File: config.mk
export PLATFORM = sky130hd
export DESIGN_NAME = line_clear_engine
export DESIGN_NICKNAME = d
export VERILOG_FILES = /design/src/rtl/line_clear_engine.sv
export SDC_FILE = /design/constraint.sdc
export NUM_CORES = 1
export LEC_CHECK = 0
export BUFFER_PORTS_ARGS = -buffer_cell sky130_fd_sc_hd__buf_2
export CORE_MARGIN = 2
export CORE_UTILIZATION = 47
export DETAILED_ROUTE_END_ITERATION = 12
export PLACE_DENSITY = 0.76
export SLEW_MARGIN = 25
export SYNTH_ARGS = -nofsm -noshare
export SYNTH_HDL_FRONTEND = slang
export SYNTH_SLANG_ARGS = --single-unit
File: constraint.sdc
create_clock -name clk_i -period 1.75 [get_ports clk_i]
set_clock_uncertainty 0.05 [all_clocks]
set_input_delay 0.0875 -clock clk_i [delete_from_list [all_inputs] [get_ports clk_i]]
set_output_delay 0.0875 -clock clk_i [all_outputs]
set_load 0.02 [all_outputs]
File: src/rtl/line_clear_engine.sv
// Post-lock line clear: scans the playfield bottom-up, drops full rows, compacts the rest downward, zero-fills the top.
// Latency: done_o 1 + size_p + cleared + stall cycles after the start_i cycle; read data is used in the same cycle.
// Backpressure: mem_ready_i=0 freezes eSCAN/eFILL (no pointer updates, no write strobe).
// Ports: clk_i/reset_n_i (sync, active-low); start_i/ready_o/done_o/lines_cleared_o to the game controller;
//        read_addr_o/read_data_i line read port; write_addr_o/write_data_o/v_w_o line write port; mem_ready_i.
// Optional: define LINE_CLEAR_SCORE_EN to add score_o, a saturating 24-bit score accumulator.
module line_clear_engine #(
    parameter int word_width_p = 10,
    parameter int size_p       = 20
) (
    input  logic                          clk_i,
    input  logic                          reset_n_i,
    input  logic                          start_i,
    output logic                          ready_o,
    output logic                          done_o,
    output logic [$clog2(size_p+1)-1:0]   lines_cleared_o,
    input  logic                          mem_ready_i,
    output logic [$clog2(size_p)-1:0]     read_addr_o,
    input  logic [word_width_p-1:0]       read_data_i,
    output logic [$clog2(size_p)-1:0]     write_addr_o,
    output logic [word_width_p-1:0]       write_data_o,
    output logic                          v_w_o
`ifdef LINE_CLEAR_SCORE_EN
    ,
    output logic [23:0]                   score_o
`endif
);
    localparam int AW = $clog2(size_p);
    localparam int CW = $clog2(size_p+1);
    localparam logic [AW-1:0] LAST_ROW = AW'(size_p-1);

    typedef enum logic [1:0] {eIDLE, eSCAN, eFILL, eDONE} state_e;

    state_e          state_q, state_d;
    logic [AW-1:0]   src_q, src_d;
    logic [AW-1:0]   dst_q, dst_d;
    logic [CW-1:0]   cleared_q, cleared_d;
    logic [CW-1:0]   lines_q, lines_d;
    logic            row_full;

    assign row_full        = &read_data_i;
    assign read_addr_o     = src_q;
    assign write_addr_o    = dst_q;
    assign lines_cleared_o = lines_q;

    always_comb begin
        state_d      = state_q;
        src_d        = src_q;
        dst_d        = dst_q;
        cleared_d    = cleared_q;
        lines_d      = lines_q;
        ready_o      = 1'b0;
        done_o       = 1'b0;
        v_w_o        = 1'b0;
        write_data_o = '0;
        case (state_q)
            eIDLE: begin
                ready_o = 1'b1;
                if (start_i) begin
                    src_d     = LAST_ROW;
                    dst_d     = LAST_ROW;
                    cleared_d = '0;
                    state_d   = eSCAN;
                end
            end
            eSCAN: begin
                if (mem_ready_i) begin
                    // Pointers saturate at row 0 so the addresses never leave the playfield.
                    if (row_full) begin
                        cleared_d = cleared_q + CW'(1);
                    end else begin
                        // src==dst means nothing below has been removed yet: row already in place.
                        if (src_q != dst_q) begin
                            v_w_o        = 1'b1;
                            write_data_o = read_data_i;
                        end
                        if (dst_q != '0) dst_d = dst_q - AW'(1);
                    end
                    if (src_q != '0) begin
                        src_d = src_q - AW'(1);
                    end else begin
                        state_d = (cleared_d != '0) ? eFILL : eDONE;
                    end
                end
            end
            eFILL: begin
                if (mem_ready_i) begin
                    v_w_o = 1'b1;
                    if (dst_q != '0) dst_d = dst_q - AW'(1);
                    else             state_d = eDONE;
                end
            end
            default: begin
                done_o  = 1'b1;
                lines_d = cleared_q;
                state_d = eIDLE;
            end
        endcase
    end

    always_ff @(posedge clk_i) begin
        if (!reset_n_i) begin
            state_q   <= eIDLE;
            src_q     <= '0;
            dst_q     <= '0;
            cleared_q <= '0;
            lines_q   <= '0;
        end else begin
            state_q   <= state_d;
            src_q     <= src_d;
            dst_q     <= dst_d;
            cleared_q <= cleared_d;
            lines_q   <= lines_d;
        end
    end

`ifdef LINE_CLEAR_SCORE_EN
    logic [23:0] score_q, score_d;
    logic [10:0] bonus;
    logic [24:0] score_sum;

    always_comb begin
        case (cleared_q)
            CW'(0):  bonus = 11'd0;
            CW'(1):  bonus = 11'd40;
            CW'(2):  bonus = 11'd100;
            CW'(3):  bonus = 11'd300;
            default: bonus = 11'd1200;
        endcase
        score_sum = {1'b0, score_q} + 25'(bonus);
        score_d   = score_q;
        if (state_q == eDONE) begin
            score_d = score_sum[24] ? 24'hFFFFFF : score_sum[23:0];
        end
    end

    // Accumulates across passes; only reset clears it.
    always_ff @(posedge clk_i) begin
        if (!reset_n_i) score_q <= '0;
        else            score_q <= score_d;
    end

    assign score_o = score_q;
`endif
endmodule

==> results_dict.tcl <==
set metrics [dict create \
    finalHoldViolCount 0 \
    timing.rr.start "state_q[1]$_SDFFE_PN0P_" \
    crit_family "simple AND/OR/NAND/NOR gates" \
    worst-path-stages 7 \
    slew_violations 0 \
    syn_nets 197 \
    antenna_found_initial 0 \
    synthTopCellsByArea "dfxtp_1 29%, ha_1 7.3%, mux2i_1 5.8%" \
    synth-seq-cells 22 \
    setup_viol 14 \
    drc 0 \
    vias_per_cell 5.39 \
    ant_nets 0 \
    synth_area_leader_cell "dfxtp_1" \
    peakVddDrop_mv 1.01 \
    path_class "reg -> out" \
    yosysUniqueCellTypes 54 \
    die_h_um 61.3 \
    max_slew_margin 0.618 \
    period_minus_slack_ns 1.87 \
    layout_setup_ws_ns -0.124 \
    seq_area_um2 453 \
    fillers 221 \
    dp_cells 280 \
    io_buffers 41 \
    initial_core_util 0.498 \
    syn_area_per_cell_um2 8.88 \
    syn_inst 174 \
    dpl.hpwl_mm 2.86 \
    violations "negative setup slack" \
    hold_class "in -> reg" \
    dp_slack_ns -0.0413 \
    finalSetupTns_ns -1.14 \
    tightest_slew_ns 0.572 \
    area_delta_synth_final_pct 44.5 \
    place_congestion 0.850 \
    powerDensity_nw_per_um2 1750 \
    power_mw 3.91 \
    nets 269 \
    grt-ovfl-total 0 \
    die_x_um 61.3 \
    max_stage_delay_ns 0.34 \
    synth-edff-count 0 \
    vias 1559 \
    power_leakage_nw 1.04 \
    critPathSlowestCell "dfxtp_2" \
    final_area_um2 2230 \
    crit_chain "buf_4 > xor2_1 > nor3_1 > a31oi_1 > and3_4 > o21a_1 > buf_2" \
    htree_levels 1 \
    arrival_ns 1.74 \
    root_buffer "clkbuf_4" \
    end_kind "primary output" \
    cts_tree "built" \
    n_antenna_cell 0 \
    cts_sinks 22 \
    cts.path.max_buffers 2 \
    crit_path_start_kind "flip-flop" \
    grt_pass1_wl_mm 6.17 \
    grt_max_degree 17 \
    synth-seq-area-share 0.285 \
    hold-path-cell-count 2 \
    status "finished, violations left" \
    multi_input_area_um2 1120 \
    synth_top_area_frac 0.285 \
    clk_pin_slew_ns 0.13 \
    cap_violations 0 \
    core_um2 3100 \
    dr.pass1.iters 4 \
    routed_wl_mm 4.11 \
    grt_pass1_vias 1375 \
    place_area_um2 2000 \
    worst_r2r_path_depth 8 \
    rsz0062_at_grt "yes" \
    yosys_warnings 0 \
    crit_buf_inv 2 \
    die_area_um2 3760 \
    synth_commonest_cells "22 x dfxtp_1, 18 x nor2_1, 11 x and2_1" \
    grtUsageTotal 0.220 \
    drive_gt1_frac 0.482 \
    numCtsBuffers 3 \
    yosysMostFrequentCell "dfxtp_1" \
    wl_per_cell_um 14.2 \
    yosys_most_used_dff "dfxtp_1" \
    layout.cells.non_filler 289 \
    worstPathMaxFanout 11 \
    async_flop_share 0 \
    drt-initial-drc-count 61 \
    synth_area_um2 1550 \
    crit_path_start "read_addr_o[1]$_SDFFE_PN0P_" \
    hold_buffers 0 \
    finalCritPeriodShare 1.07 \
    clock_latency_ns 0.31 \
    required_ns 1.61 \
    min_from "reset_n_i" \
    rows 20 \
    ios 42 \
    maxClockFrequency_ghz 0.534 \
]
==> metal layers <==
layer  vias to the layer above  track usage  wire length [µm]
met5                         -            0                 0
met2                        56        0.365              1970
met3                         4       0.0294               266
met1                       737        0.297              1850
li1                        762            -                 -
met4                         0       0.0699                29
==> power by group <==
group          switching [mW]  total (mW)  internal [mW]
combinational            1.40        2.71           1.31
sequential              0.150       0.806          0.656
clock                   0.163       0.394          0.231
==> stage by stage <==
stage	hold slack, ns	utilization
floorplan	0.222	-
global route	0.0250	0.720
global placement	0.365	0.644
finish	0.0375	0.720
CTS	0.0188	0.677
detailed placement	0.361	0.644
==> worst register-to-register path: stages (launching register included) <==
cell      delay [ns]
dfxtp_2         0.37
inv_2           0.04
buf_6           0.11
ha_4            0.21
nand3b_1        0.14
nor3_2          0.07
nand3b_1        0.18
or4_1           0.42
o22ai_1         0.15
==> logic make-up (layout without fill, tap and decap cells) <==
logic type,Yosys count,in the layout,share of synthesized area
AO/OA/AOI/OAI,32,32,0.181
XOR/XNOR,10,10,0.0567
adder cells (fa/ha/maj),9,9,0.0729
buffers and inverters,18,89,0.0551
flip-flops,22,22,0.285
multiplexers,9,9,0.0583
AND/OR/NAND/NOR,74,74,0.291
==> cell usage in the layout (no fill, tap or decap), types with 2 or more instances in the layout <==
cell / count
inv_1: 6
nor2b_1: 2
nor3_1: 5
o21ai_0: 2
nand2_1: 8
nor3_4: 2
ha_4: 3
nand3_1: 6
clkbuf_4: 3
nand2b_1: 2
ha_1: 4
dfxtp_2: 7
mux2i_1: 9
nor2_1: 17
and2_1: 11
nand3b_1: 3
buf_2: 32
buf_4: 34
o21a_1: 2
nor4_2: 2
xor2_1: 8
dfxtp_1: 14
xnor2_1: 2
o21ai_1: 3
inv_2: 4
buf_6: 8
a211oi_1: 2
a31oi_1: 3
a21oi_1: 3
ha_2: 2
or4_1: 2
o211ai_1: 2
==> final timing paths <==
kind / slack (ns) / endpoint
setup reg to reg: -0.05 / write_addr_o[2]$_SDFFE_PN0P_
hold reg to reg: 0.45 / lines_cleared_o[0]$_SDFFE_PN0P_
hold / removal: 0.04 / cleared_q[3]$_SDFFE_PN0P_
setup / recovery: -0.12 / v_w_o
==> sequential cells by signal (all words and copies together) (netlist names) <==
name	cells
read_addr_o	5
cleared_q	5
state_q	2
lines_cleared_o	5
write_addr_o	5
==> what timing repair did <==
action | 4_1_cts | 5_1_grt
setup buffers | 1 | 4
pin swaps | 3 | 7
setup endpoints to repair | 19 | 21
resized for setup | 12 | 28
==> final cells by class <==
class,instances,area share
timing repair buffer,74,0.226
multi-input combinational,134,0.504
inverter,11,0.0190
tap,44,0.0246
clock inverter,1,0.0134
clock buffer,3,0.0101
sequential,22,0.203
(Power assumes the default switching activity.)
